[src/rtl/axi4_lite_slv_template_pkg.sv]
// Shared types and constants for the AXI4-Lite register block.
package axi4_lite_slv_template_pkg;

  typedef logic [1:0] resp_t;

  localparam resp_t RESP_OKAY   = 2'b00;
  localparam resp_t RESP_SLVERR = 2'b10;

  // Register index width for a given register count (at least one bit).
  function automatic int unsigned reg_idx_width(input int unsigned num_regs);
    return (num_regs <= 2) ? 1 : $clog2(num_regs);
  endfunction

  localparam int unsigned DEFAULT_NUM_REGS = 4;
  localparam int unsigned REG_IDX_WIDTH    = reg_idx_width(DEFAULT_NUM_REGS);

  // Write channel progress: which of AW/W has been latched, or response pending.
  typedef enum logic [1:0] {
    StWrIdle,
    StWrAw,
    StWrW,
    StWrResp
  } wr_state_e;

endpackage

[src/rtl/axi4_lite_slv_template_if.sv]
// AXI4-Lite bundle with slave and master views.
interface axi4_lite_slv_template_if #(
  parameter int unsigned ADDR_WIDTH = 32,
  parameter int unsigned DATA_WIDTH = 32
);
  logic [ADDR_WIDTH-1:0]   awaddr;
  logic [2:0]              awprot;
  logic                    awvalid;
  logic                    awready;
  logic [DATA_WIDTH-1:0]   wdata;
  logic [DATA_WIDTH/8-1:0] wstrb;
  logic                    wvalid;
  logic                    wready;
  logic [1:0]              bresp;
  logic                    bvalid;
  logic                    bready;
  logic [ADDR_WIDTH-1:0]   araddr;
  logic [2:0]              arprot;
  logic                    arvalid;
  logic                    arready;
  logic [DATA_WIDTH-1:0]   rdata;
  logic [1:0]              rresp;
  logic                    rvalid;
  logic                    rready;

  modport slv_port (
    input  awaddr, awprot, awvalid, wdata, wstrb, wvalid, bready,
    input  araddr, arprot, arvalid, rready,
    output awready, wready, bresp, bvalid, arready, rdata, rresp, rvalid
  );

  modport mst_port (
    output awaddr, awprot, awvalid, wdata, wstrb, wvalid, bready,
    output araddr, arprot, arvalid, rready,
    input  awready, wready, bresp, bvalid, arready, rdata, rresp, rvalid
  );
endinterface

[src/rtl/axi4_lite_slv_reg_file.sv]
// Register storage: byte-strobed write port, asynchronous read port.
module axi4_lite_slv_reg_file #(
  parameter int unsigned NUM_REGS   = 4,
  parameter int unsigned DATA_WIDTH = 32,
  parameter int unsigned IDX_W      = 2
) (
  input  logic                    clk,
  input  logic                    rst,
  input  logic                    we,
  input  logic [IDX_W-1:0]        widx,
  input  logic [DATA_WIDTH-1:0]   wdata,
  input  logic [DATA_WIDTH/8-1:0] wstrb,
  input  logic [IDX_W-1:0]        ridx,
  output logic [DATA_WIDTH-1:0]   rdata
);

  logic [DATA_WIDTH-1:0] regs [NUM_REGS];

  // Storage update: only strobed bytes of the addressed register change.
  always_ff @(posedge clk or posedge rst) begin
    if (rst) begin
      for (int i = 0; i < NUM_REGS; i++) regs[i] <= '0;
    end else if (we) begin
      for (int k = 0; k < DATA_WIDTH / 8; k++) begin
        if (wstrb[k]) regs[widx][8*k +: 8] <= wdata[8*k +: 8];
      end
    end
  end

  assign rdata = regs[ridx];

endmodule

[src/rtl/axi4_lite_slv_template.sv]
// AXI4-Lite slave with a small bank of read/write registers; SLVERR outside the bank.
module axi4_lite_slv_template
  import axi4_lite_slv_template_pkg::*;
#(
  parameter int unsigned ADDR_WIDTH = 32,
  parameter int unsigned DATA_WIDTH = 32,
  parameter int unsigned NUM_REGS   = 4
) (
  input logic                       i_clk,
  input logic                       i_sync_rst,
  axi4_lite_slv_template_if.slv_port if_s_axi4_lite
);

  localparam int unsigned IDX_W  = reg_idx_width(NUM_REGS);
  localparam int unsigned STRB_W = DATA_WIDTH / 8;

  function automatic logic addr_in_range(input logic [ADDR_WIDTH-1:0] a);
    return a < ADDR_WIDTH'(NUM_REGS * 4);
  endfunction

  wr_state_e               wr_state_q, wr_state_d;
  logic                    awready_q, awready_d;
  logic                    wready_q, wready_d;
  logic [ADDR_WIDTH-1:0]   aw_addr_q;
  logic [DATA_WIDTH-1:0]   w_data_q;
  logic [STRB_W-1:0]       w_strb_q;
  logic                    bvalid_q;
  resp_t                   bresp_q;
  logic                    arready_q, rvalid_q;
  logic [DATA_WIDTH-1:0]   rdata_q;
  resp_t                   rresp_q;

  logic                    aw_hs, w_hs, ar_hs, wr_fire, wr_ok, rd_ok;
  logic [ADDR_WIDTH-1:0]   wr_addr;
  logic [DATA_WIDTH-1:0]   wr_data, rf_rdata;
  logic [STRB_W-1:0]       wr_strb;

  assign aw_hs = if_s_axi4_lite.awvalid && awready_q;
  assign w_hs  = if_s_axi4_lite.wvalid && wready_q;
  assign ar_hs = if_s_axi4_lite.arvalid && arready_q;

  // A channel completing this cycle bypasses its latch so the write can fire immediately.
  assign wr_addr = aw_hs ? if_s_axi4_lite.awaddr : aw_addr_q;
  assign wr_data = w_hs ? if_s_axi4_lite.wdata : w_data_q;
  assign wr_strb = w_hs ? if_s_axi4_lite.wstrb : w_strb_q;
  assign wr_ok   = addr_in_range(wr_addr);
  assign rd_ok   = addr_in_range(if_s_axi4_lite.araddr);

  // Write FSM next state; readys are registered from the next state.
  always_comb begin
    wr_state_d = wr_state_q;
    wr_fire    = 1'b0;
    unique case (wr_state_q)
      StWrIdle: begin
        if (aw_hs && w_hs) begin
          wr_state_d = StWrResp;
          wr_fire    = 1'b1;
        end else if (aw_hs) begin
          wr_state_d = StWrAw;
        end else if (w_hs) begin
          wr_state_d = StWrW;
        end
      end
      StWrAw: begin
        if (w_hs) begin
          wr_state_d = StWrResp;
          wr_fire    = 1'b1;
        end
      end
      StWrW: begin
        if (aw_hs) begin
          wr_state_d = StWrResp;
          wr_fire    = 1'b1;
        end
      end
      StWrResp: begin
        if (bvalid_q && if_s_axi4_lite.bready) wr_state_d = StWrIdle;
      end
      default: wr_state_d = StWrIdle;
    endcase
    awready_d = (wr_state_d == StWrIdle) || (wr_state_d == StWrW);
    wready_d  = (wr_state_d == StWrIdle) || (wr_state_d == StWrAw);
  end

  // Write FSM state, channel latches and B response.
  always_ff @(posedge i_clk or posedge i_sync_rst) begin
    if (i_sync_rst) begin
      wr_state_q <= StWrIdle;
      awready_q  <= 1'b0;
      wready_q   <= 1'b0;
      aw_addr_q  <= '0;
      w_data_q   <= '0;
      w_strb_q   <= '0;
      bvalid_q   <= 1'b0;
      bresp_q    <= RESP_OKAY;
    end else begin
      wr_state_q <= wr_state_d;
      awready_q  <= awready_d;
      wready_q   <= wready_d;
      if (aw_hs) aw_addr_q <= if_s_axi4_lite.awaddr;
      if (w_hs) begin
        w_data_q <= if_s_axi4_lite.wdata;
        w_strb_q <= if_s_axi4_lite.wstrb;
      end
      if (wr_fire) begin
        bvalid_q <= 1'b1;
        bresp_q  <= wr_ok ? RESP_OKAY : RESP_SLVERR;
      end else if (bvalid_q && if_s_axi4_lite.bready) begin
        bvalid_q <= 1'b0;
      end
    end
  end

  // Read path: capture on AR handshake, hold until R handshake.
  always_ff @(posedge i_clk or posedge i_sync_rst) begin
    if (i_sync_rst) begin
      arready_q <= 1'b0;
      rvalid_q  <= 1'b0;
      rdata_q   <= '0;
      rresp_q   <= RESP_OKAY;
    end else if (ar_hs) begin
      arready_q <= 1'b0;
      rvalid_q  <= 1'b1;
      rdata_q   <= rd_ok ? rf_rdata : '0;
      rresp_q   <= rd_ok ? RESP_OKAY : RESP_SLVERR;
    end else if (rvalid_q && if_s_axi4_lite.rready) begin
      rvalid_q  <= 1'b0;
      arready_q <= 1'b1;
    end else if (!rvalid_q) begin
      arready_q <= 1'b1;
    end
  end

  axi4_lite_slv_reg_file #(
    .NUM_REGS   (NUM_REGS),
    .DATA_WIDTH (DATA_WIDTH),
    .IDX_W      (IDX_W)
  ) u_reg_file (
    .clk   (i_clk),
    .rst   (i_sync_rst),
    .we    (wr_fire && wr_ok),
    .widx  (wr_addr[IDX_W+1:2]),
    .wdata (wr_data),
    .wstrb (wr_strb),
    .ridx  (if_s_axi4_lite.araddr[IDX_W+1:2]),
    .rdata (rf_rdata)
  );

  assign if_s_axi4_lite.awready = awready_q;
  assign if_s_axi4_lite.wready  = wready_q;
  assign if_s_axi4_lite.bvalid  = bvalid_q;
  assign if_s_axi4_lite.bresp   = bresp_q;
  assign if_s_axi4_lite.arready = arready_q;
  assign if_s_axi4_lite.rvalid  = rvalid_q;
  assign if_s_axi4_lite.rdata   = rdata_q;
  assign if_s_axi4_lite.rresp   = rresp_q;

  // Protection attributes carry no meaning for this block.
  logic unused_prot;
  assign unused_prot = ^{if_s_axi4_lite.awprot, if_s_axi4_lite.arprot};

endmodule

[src/flat_wrapper.sv]
// flat-port wrapper written by rule: the top's interface ports become plain ports
module axi4_lite_slv_template_flat import axi4_lite_slv_template_pkg::*;
#(
  parameter int unsigned ADDR_WIDTH = 32,
  parameter int unsigned DATA_WIDTH = 32,
  parameter int unsigned NUM_REGS   = 4
)
  (i_clk, i_sync_rst, if_s_axi4_lite_awaddr, if_s_axi4_lite_awprot, if_s_axi4_lite_awvalid, if_s_axi4_lite_wdata, if_s_axi4_lite_wstrb, if_s_axi4_lite_wvalid, if_s_axi4_lite_bready, if_s_axi4_lite_araddr, if_s_axi4_lite_arprot, if_s_axi4_lite_arvalid, if_s_axi4_lite_rready, if_s_axi4_lite_awready, if_s_axi4_lite_wready, if_s_axi4_lite_bresp, if_s_axi4_lite_bvalid, if_s_axi4_lite_arready, if_s_axi4_lite_rdata, if_s_axi4_lite_rresp, if_s_axi4_lite_rvalid);
  axi4_lite_slv_template_if #(.ADDR_WIDTH(ADDR_WIDTH), .DATA_WIDTH(DATA_WIDTH)) if_s_axi4_lite_i ();
  input logic i_clk;
  input logic i_sync_rst;
  input wire logic [$bits(if_s_axi4_lite_i.awaddr)-1:0] if_s_axi4_lite_awaddr;
  input wire logic [$bits(if_s_axi4_lite_i.awprot)-1:0] if_s_axi4_lite_awprot;
  input wire logic [$bits(if_s_axi4_lite_i.awvalid)-1:0] if_s_axi4_lite_awvalid;
  input wire logic [$bits(if_s_axi4_lite_i.wdata)-1:0] if_s_axi4_lite_wdata;
  input wire logic [$bits(if_s_axi4_lite_i.wstrb)-1:0] if_s_axi4_lite_wstrb;
  input wire logic [$bits(if_s_axi4_lite_i.wvalid)-1:0] if_s_axi4_lite_wvalid;
  input wire logic [$bits(if_s_axi4_lite_i.bready)-1:0] if_s_axi4_lite_bready;
  input wire logic [$bits(if_s_axi4_lite_i.araddr)-1:0] if_s_axi4_lite_araddr;
  input wire logic [$bits(if_s_axi4_lite_i.arprot)-1:0] if_s_axi4_lite_arprot;
  input wire logic [$bits(if_s_axi4_lite_i.arvalid)-1:0] if_s_axi4_lite_arvalid;
  input wire logic [$bits(if_s_axi4_lite_i.rready)-1:0] if_s_axi4_lite_rready;
  output wire logic [$bits(if_s_axi4_lite_i.awready)-1:0] if_s_axi4_lite_awready;
  output wire logic [$bits(if_s_axi4_lite_i.wready)-1:0] if_s_axi4_lite_wready;
  output wire logic [$bits(if_s_axi4_lite_i.bresp)-1:0] if_s_axi4_lite_bresp;
  output wire logic [$bits(if_s_axi4_lite_i.bvalid)-1:0] if_s_axi4_lite_bvalid;
  output wire logic [$bits(if_s_axi4_lite_i.arready)-1:0] if_s_axi4_lite_arready;
  output wire logic [$bits(if_s_axi4_lite_i.rdata)-1:0] if_s_axi4_lite_rdata;
  output wire logic [$bits(if_s_axi4_lite_i.rresp)-1:0] if_s_axi4_lite_rresp;
  output wire logic [$bits(if_s_axi4_lite_i.rvalid)-1:0] if_s_axi4_lite_rvalid;
  assign if_s_axi4_lite_i.awaddr = if_s_axi4_lite_awaddr;
  assign if_s_axi4_lite_i.awprot = if_s_axi4_lite_awprot;
  assign if_s_axi4_lite_i.awvalid = if_s_axi4_lite_awvalid;
  assign if_s_axi4_lite_i.wdata = if_s_axi4_lite_wdata;
  assign if_s_axi4_lite_i.wstrb = if_s_axi4_lite_wstrb;
  assign if_s_axi4_lite_i.wvalid = if_s_axi4_lite_wvalid;
  assign if_s_axi4_lite_i.bready = if_s_axi4_lite_bready;
  assign if_s_axi4_lite_i.araddr = if_s_axi4_lite_araddr;
  assign if_s_axi4_lite_i.arprot = if_s_axi4_lite_arprot;
  assign if_s_axi4_lite_i.arvalid = if_s_axi4_lite_arvalid;
  assign if_s_axi4_lite_i.rready = if_s_axi4_lite_rready;
  assign if_s_axi4_lite_awready = if_s_axi4_lite_i.awready;
  assign if_s_axi4_lite_wready = if_s_axi4_lite_i.wready;
  assign if_s_axi4_lite_bresp = if_s_axi4_lite_i.bresp;
  assign if_s_axi4_lite_bvalid = if_s_axi4_lite_i.bvalid;
  assign if_s_axi4_lite_arready = if_s_axi4_lite_i.arready;
  assign if_s_axi4_lite_rdata = if_s_axi4_lite_i.rdata;
  assign if_s_axi4_lite_rresp = if_s_axi4_lite_i.rresp;
  assign if_s_axi4_lite_rvalid = if_s_axi4_lite_i.rvalid;
  axi4_lite_slv_template #(.ADDR_WIDTH(ADDR_WIDTH), .DATA_WIDTH(DATA_WIDTH), .NUM_REGS(NUM_REGS)) u_core (.i_clk(i_clk), .i_sync_rst(i_sync_rst), .if_s_axi4_lite(if_s_axi4_lite_i));
endmodule
[config.mk]
export PLATFORM = sky130hd
export DESIGN_NAME = axi4_lite_slv_template_flat
export DESIGN_NICKNAME = d
export VERILOG_FILES = /design/src/rtl/axi4_lite_slv_template_pkg.sv /design/src/rtl/axi4_lite_slv_template_if.sv /design/src/rtl/axi4_lite_slv_reg_file.sv /design/src/rtl/axi4_lite_slv_template.sv /design/src/flat_wrapper.sv
export SDC_FILE = /design/constraint.sdc
export NUM_CORES = 1
export LEC_CHECK = 0
export ABC_AREA = 1
export BUFFER_PORTS_ARGS = -buffer_cell sky130_fd_sc_hd__clkbuf_2
export CAP_MARGIN = 20
export CORE_AREA = 5 5 120 178
export CTS_CLUSTER_DIAMETER = 150
export CTS_CLUSTER_SIZE = 25
export DETAILED_ROUTE_END_ITERATION = 8
export DIE_AREA = 0 0 125 183
export PLACE_DENSITY_LB_ADDON = 0.08
export SYNTH_ARGS = -nofsm -noshare
export SYNTH_HDL_FRONTEND = slang
export SYNTH_SLANG_ARGS = --single-unit
[constraint.sdc]
create_clock -name i_clk -period 9.05 [get_ports i_clk]
set_input_delay 0.905 -clock i_clk [delete_from_list [all_inputs] [get_ports i_clk]]
set_output_delay 0.905 -clock i_clk [all_outputs]
set_load 0.1 [all_outputs]
==> qor.csv, run 1 <==
stage;metric;value;unit
floorplanning;chipHeight;183;um
sta;rsz0062_at_grt;false;
worst_setup_path;rr_startpoint;u_core.if_s_axi4_lite.awready$_DFF_PP0_;
sta;setup_viol;0;
worst_setup_path;path_class;in2reg;
sta;finalMaxSlewViolations;0;
worst_setup_path;critPathMaxFanout;75;
worst_setup_path;cp_data_arrival_time;4930;ps
placement;place_congestion;0.824;
power;pwr_density_cell;233;nW/um2
cells_and_area;final_cell_mix;nand2_1, dfrtp_1, clkbuf_2, nand4_1, inv_1;
global_routing;globalRouteOverflowTotal;0;
power;leakage;6.61;nW
global_routing;grt_pass1_wl;47300;um
sta;fmaxAchievable;221;MHz
routing;firstDrtPassIters;5;
worst_setup_path;required;9450;ps
placement;place_area;11900;um2
cells_and_area;diodes;0;
cts;clkTransAtPathRegs;100;ps
cts;clockBufferDepth;3;
sta;fin_hold_ws;475;ps
cts;clkSinkCount;235;
logic_synthesis;ys_ff_latch;235;
global_routing;grt_max_degree;84;
floorplanning;die_area;22900;um2
global_routing;grt_pass1_vias;9278;
cts;h-tree-depth;1;
cts;cts_resized;0;
logic_synthesis;yosysWarnings;0;
worst_setup_path;critPathCaptureType;flop;
global_routing;track_usage;25.0;%
sta;hold_viol_final;0;
cells_and_area;nets;1561;
min_path;worstHoldStart;u_core.aw_addr_q[20]$_DFF_PP0_;
cts;cts_tree;yes;
min_path;hold_path_class;reg2reg;
power;ir_drop;0.228;mV
job;drv_cap;0;
routing;drt_wl_total;28500;um
logic_synthesis;synthCells;1357;
placement;post-dp-hpwl;17200;um
cells_and_area;final_common_cell;nand2_1;
worst_setup_path;worstSetupStartpointType;primary input;
routing;drt_iter0_drc;848;
floorplanning;design.core.area;19600;um2
cts;insertion_delay;470;ps
floorplanning;die_x;125;um
cts;clockRootBuffer;clkbuf_16;
logic_synthesis;ys_seq_area_share;52.9;%
sta;finalCriticalPeriod;4530;ps
placement;numPortBuffers;141;
routing;wire_per_inst;16.7;um
sta;fin_crit_sh;50.1;%
logic_synthesis;avgSynthCellArea;8.20;um2
routing;ant_nets;0;
cells_and_area;area_growth;10.3;%
routing;vias;9556;
floorplanning;start_util;56.7;%
cells_and_area;layout-drive-gt1-share;13.7;%
sta;skew;19.7;ps
logic_synthesis;syn_area;11100;um2
cells_and_area;stdcell_area;12300;um2
cts;cts-buffers-inserted;13;
cts;postCtsHoldBufs;0;
status;status;completed;
floorplanning;num_io_pins;154;
routing;drc;0;
worst_setup_path;cp-startpoint;if_s_axi4_lite_awvalid;
logic_synthesis;yosys.cell_types.count;24;
sta;worstMarginPinSlew;1040;ps
cts;post-cts-setup-buffer-count;0;
global_routing;antenna_found_initial;0;
routing;via_per_inst;5.60;
sta;max-slew-margin-rel;30.9;%
sta;tns;0;ps
floorplanning;rows;63;
[final cells by class]
type	instances	area [um2]
Fill cell	1756	7360
Tap cell	260	325
Multi-Input combinational cell	967	4570
Clock buffer	13	325
Clock inverter	1	16.3
Inverter	69	267
Sequential cell	235	5880
Timing Repair Buffer	162	883
[kinds of logic after synthesis]
group,count (synthesis),synth area share [%]
AND/OR/NAND/NOR,847,33.8
multiplexers,8,0.720
flip-flops,235,52.9
buffers and inverters,156,6.20
AO/OA/AOI/OAI,110,6.41
other,1,0.0337
[report_power, final]
group / switching (W) / leakage, nW / internal [W] / total, W
Sequential: 0.0000567 / 3.14 / 0.00121 / 0.00127
Combinational: 0.000790 / 3.30 / 0.000212 / 0.00100
Clock: 0.000330 / 0.167 / 0.000264 / 0.000595
[per-stage QoR]
stage / std cells / utilization (%) / worst slack (ps) / power [W]
2_1_floorplan: 1358 / - / 1700 / 0.00201
3_3_place_gp: 1692 / 60.6 / 4160 / 0.00226
3_5_place_dp: 1692 / 60.6 / 4080 / 0.00228
4_1_cts: 1706 / 62.4 / 4570 / 0.00288
5_1_grt: 1707 / 62.5 / 4120 / 0.00305
6_report: 1707 / 62.5 / 4520 / 0.00286
[sequential cells by signal, summed over array words and instances, names as in the netlist]
register	count
u_core.if_s_axi4_lite.arready	1
u_core.aw_addr_q	30
u_core.u_reg_file.regs	128
u_core.if_s_axi4_lite.rdata	32
u_core.w_data_q	32
u_core.wr_state_q	2
u_core.w_strb_q	4
u_core.if_s_axi4_lite.rvalid	1
u_core.if_s_axi4_lite.awready	1
u_core.if_s_axi4_lite.bresp	1
u_core.if_s_axi4_lite.wready	1
u_core.if_s_axi4_lite.rresp	1
u_core.if_s_axi4_lite.bvalid	1
[metal layers]
layer	routed length, um	share of wire [%]	up-vias	global-route usage, %
met1	11500	40	4550	32.9
met2	14600	51	308	44.1
met4	661	2.3	0	7.29
li1	-	-	4658	-
met5	0	0	-	0
met3	1730	6.0	40	2.74
[worst paths after layout]
| kind | to | slack (ps) | cells past startpoint |
|---|---|---|---|
| setup / recovery | u_core.u_reg_file.regs[6]$_DFFE_PP0P_ | 4520 | 14 |
| hold / removal | u_core.aw_addr_q[20]$_DFF_PP0_ | 480 | 2 |
| setup reg to reg | u_core.u_reg_file.regs[6]$_DFFE_PP0P_ | 4950 | 14 |
| hold reg to reg | u_core.aw_addr_q[20]$_DFF_PP0_ | 480 | 2 |
| max in group asynchronous | u_core.u_reg_file.regs[21]$_DFFE_PP0P_ | 7180 | 3 |
| min in group asynchronous | u_core.if_s_axi4_lite.rdata[6]$_DFFE_PP0P_ | 520 | 2 |
[worst max-delay path, stage by stage]
cell and delay [ps]:
clkbuf_2 590, nand2_1 600, buf_4 430, nand2_1 100, nand2_1 60, nor2_2 220, inv_1 140, nor2_1 120
nand2_1 90, nor2_4 100, buf_4 470, buf_4 710, nand4_1 180, nand2_1 130
[cell usage after synthesis]
library cell,n,area share (%)
nand2_1,601,20
dfrtp_1,235,53
nand4_1,136,7.6
inv_1,63,2.1
clkbuf_1,53,1.8
nor2_1,53,1.8
nand3_1,42,1.9
o21ai_0,38,1.7
a21oi_1,34,1.5
a32o_1,32,2.9
buf_4,19,1.3
nand4_4,10,1.9
buf_2,8,0.36
mux2i_1,8,0.72
inv_2,5,0.17
o21ai_1,5,0.22
buf_1,4,0.13
buf_6,3,0.30
nor2_2,2,0.11
or2_2,2,0.11
clkinv_1,1,0.034
conb_1,1,0.034
nor4_1,1,0.056
o21a_1,1,0.067
Power figures use the tool's default switching activity.
==> run 2, diff against run 1 <==
CORE_AREA = 5 5 126 188   (was 5 5 120 178)
DIE_AREA = 0 0 131 193   (was 0 0 125 183)
clock period = 4 ns   (was 9.05 ns; I/O delays follow)
==> run 2 against run 1 <==
Net effect:
- clock power is 130% higher
- worst setup slack worse by 3500 ps
- via count is 0.96% lower
- core utilization is 6.2 points lower
- routed wire length is 1.9% higher
- total power is 130% higher
- die area is 11% higher
- cell count is 1.2% higher
- global-route usage is 1.6 points lower
- non-clock buffer count is 4 higher
==> qor.csv, run 2 (synthesized netlist as in run 1, its figures left out) <==
stage;metric;value;unit
status;status;completed;
cts;post-cts-setup-buffer-count;0;
sta;rsz0062_at_grt;false;
placement;place_area;12000;um2
floorplanning;design.core.area;22000;um2
placement;place_congestion;0.794;
routing;drc;0;
cts;cts_resized;0;
power;leakage;6.64;nW
cells_and_area;diodes;0;
min_path;hold_path_class;in2reg;
sta;skew;26.8;ps
sta;finalMaxSlewViolations;0;
job;drv_cap;0;
routing;firstDrtPassIters;5;
floorplanning;die_area;25300;um2
power;total_power;0.00653;W
global_routing;grt_max_degree;89;
cells_and_area;multi_input_area;4570;um2
floorplanning;die_x;131;um
sta;fmaxAchievable;334;MHz
cells_and_area;final_cell_mix;nand2_1, dfrtp_1, clkbuf_2, nand4_1, inv_1;
cts;h-tree-depth;1;
cts;clkTransAtPathRegs;100;ps
floorplanning;start_util;50.7;%
cells_and_area;final_common_cell;nand2_1;
global_routing;grt_pass1_wl;47700;um
floorplanning;rows;67;
worst_setup_path;critPathMaxFanout;43;
worst_setup_path;worstSetupStartpointType;flop;
cells_and_area;regMostFlops;u_core.u_reg_file.regs;
cts;clockRootBuffer;clkbuf_16;
worst_setup_path;cp_top_family;simple AND/OR/NAND/NOR gates;
floorplanning;chipHeight;193;um
worst_setup_path;cp_data_arrival_time;3370;ps
routing;drt_wl_total;29100;um
worst_setup_path;crit_top_cell;nand2_1;
sta;fin_crit_sh;75.0;%
sta;worstMarginPinSlew;1070;ps
cts;clockBufferDepth;3;
worst_setup_path;cpPeakStageDelay;600;ps
worst_setup_path;required;4370;ps
sta;setup_viol;0;
worst_setup_path;cp_num_buf_inv;3;
cells_and_area;fill_cells;2136;
cells_and_area;layout-drive-gt1-share;13.9;%
global_routing;grt_pass1_vias;9076;
sta;tns;0;ps
sta;finalCriticalPeriod;3000;ps
sta;hold_viol_final;0;
cells_and_area;nets;1565;
global_routing;globalRouteOverflowTotal;0;
cells_and_area;regArea;5880;um2
cells_and_area;area_growth;11.2;%
routing;wire_per_inst;16.8;um
sta;max-slew-margin-rel;28.6;%
cells_and_area;stdcell_area;12400;um2
routing;drt_iter0_drc;702;
worst_setup_path;path_class;reg2reg;
cts;insertion_delay;500;ps
cts;clkSinkCount;235;
power;pwr_density_cell;528;nW/um2
worst_setup_path;critPathSlowestCell;nand4_1;
placement;post-dp-hpwl;18200;um
floorplanning;num_io_pins;154;
routing;via_per_inst;5.48;
worst_setup_path;critPathCaptureType;flop;
cts;cts_tree;yes;
power;ir_drop;0.533;mV
cells_and_area;largest_reg_flops;128;
routing;ant_nets;0;
cts;cts-buffers-inserted;13;
global_routing;antenna_found_initial;0;
worst_setup_path;path_cells;nand2_1 -> buf_12 -> o21ai_1 -> inv_1 -> nand2_1 -> inv_2 -> nand4_1 -> nand2_1 -> nand2_1;
placement;numPortBuffers;141;
global_routing;track_usage;23.4;%
routing;vias;9464;
run 2: cell types whose count changed in the layout (fill, tap and decap cells not counted):
cell,delta
inv_6,+1
dlygate4sd3_1,+1
clkinvlp_4,+1
buf_16,-1
buf_4,-1
buf_12,+5
inv_8,-1
run 2: final timing paths:
check	start	end	depth (start not counted)	slack (ps)
setup / recovery	u_core.if_s_axi4_lite.awready$_DFF_PP0_	u_core.u_reg_file.regs[7]$_DFFE_PP0P_	9	1000
hold / removal	if_s_axi4_lite_bready	u_core.if_s_axi4_lite.bvalid$_DFFE_PP0P_	2	110
hold reg to reg	u_core.u_reg_file.regs[114]$_DFFE_PP0P_	u_core.u_reg_file.regs[114]$_DFFE_PP0P_	2	480
min in group asynchronous	i_sync_rst	u_core.if_s_axi4_lite.rdata[0]$_DFFE_PP0P_	3	540
max in group asynchronous	i_sync_rst	u_core.w_data_q[21]$_DFF_PP0_	4	2530
setup reg to reg	u_core.if_s_axi4_lite.awready$_DFF_PP0_	u_core.u_reg_file.regs[7]$_DFFE_PP0P_	9	1000
run 2: metrics by stage:
step	util, %	cells	hold slack [ps]	setup slack, ps
after floorplan	-	1358	439	522
after global placement	54.7	1712	453	949
after detailed placement	54.7	1712	456	894
after CTS	56.3	1728	102	984
after global routing	56.3	1728	104	794
final	56.3	1728	108	1000
run 2: layout make-up:
cell class | count | area share, %
clock inverter | 2 | 0.202
tap | 276 | 2.79
inverter | 69 | 2.12
sequential | 235 | 47.5
clock buffer | 13 | 2.63
timing repair buffer | 166 | 7.75
multi-input combinational | 967 | 37.0
run 2: where the power goes:
group	leakage, nW	switching, W	internal, W	total, W
sequential	3.14	0.000126	0.00273	0.00286
clock	0.172	0.000777	0.000604	0.00138
combinational	3.33	0.00180	0.000488	0.00229
total	6.64	0.00270	0.00383	0.00653
run 2: what timing repair did:
action,4_1_cts,5_1_grt
endpoints found under the hold margin,1,0
endpoints found under the setup margin,0,0
hold buffers,1,0
run 2: routing by layer:
| metal | track usage [%] | wire length (um) | vias to the layer above |
|---|---|---|---|
| li1 | - | - | 4668 |
| met5 | 0 | 0 | - |
| met4 | 4.71 | 399 | 0 |
| met3 | 2.40 | 1640 | 32 |
| met2 | 39.7 | 14600 | 236 |
| met1 | 32.7 | 12400 | 4528 |
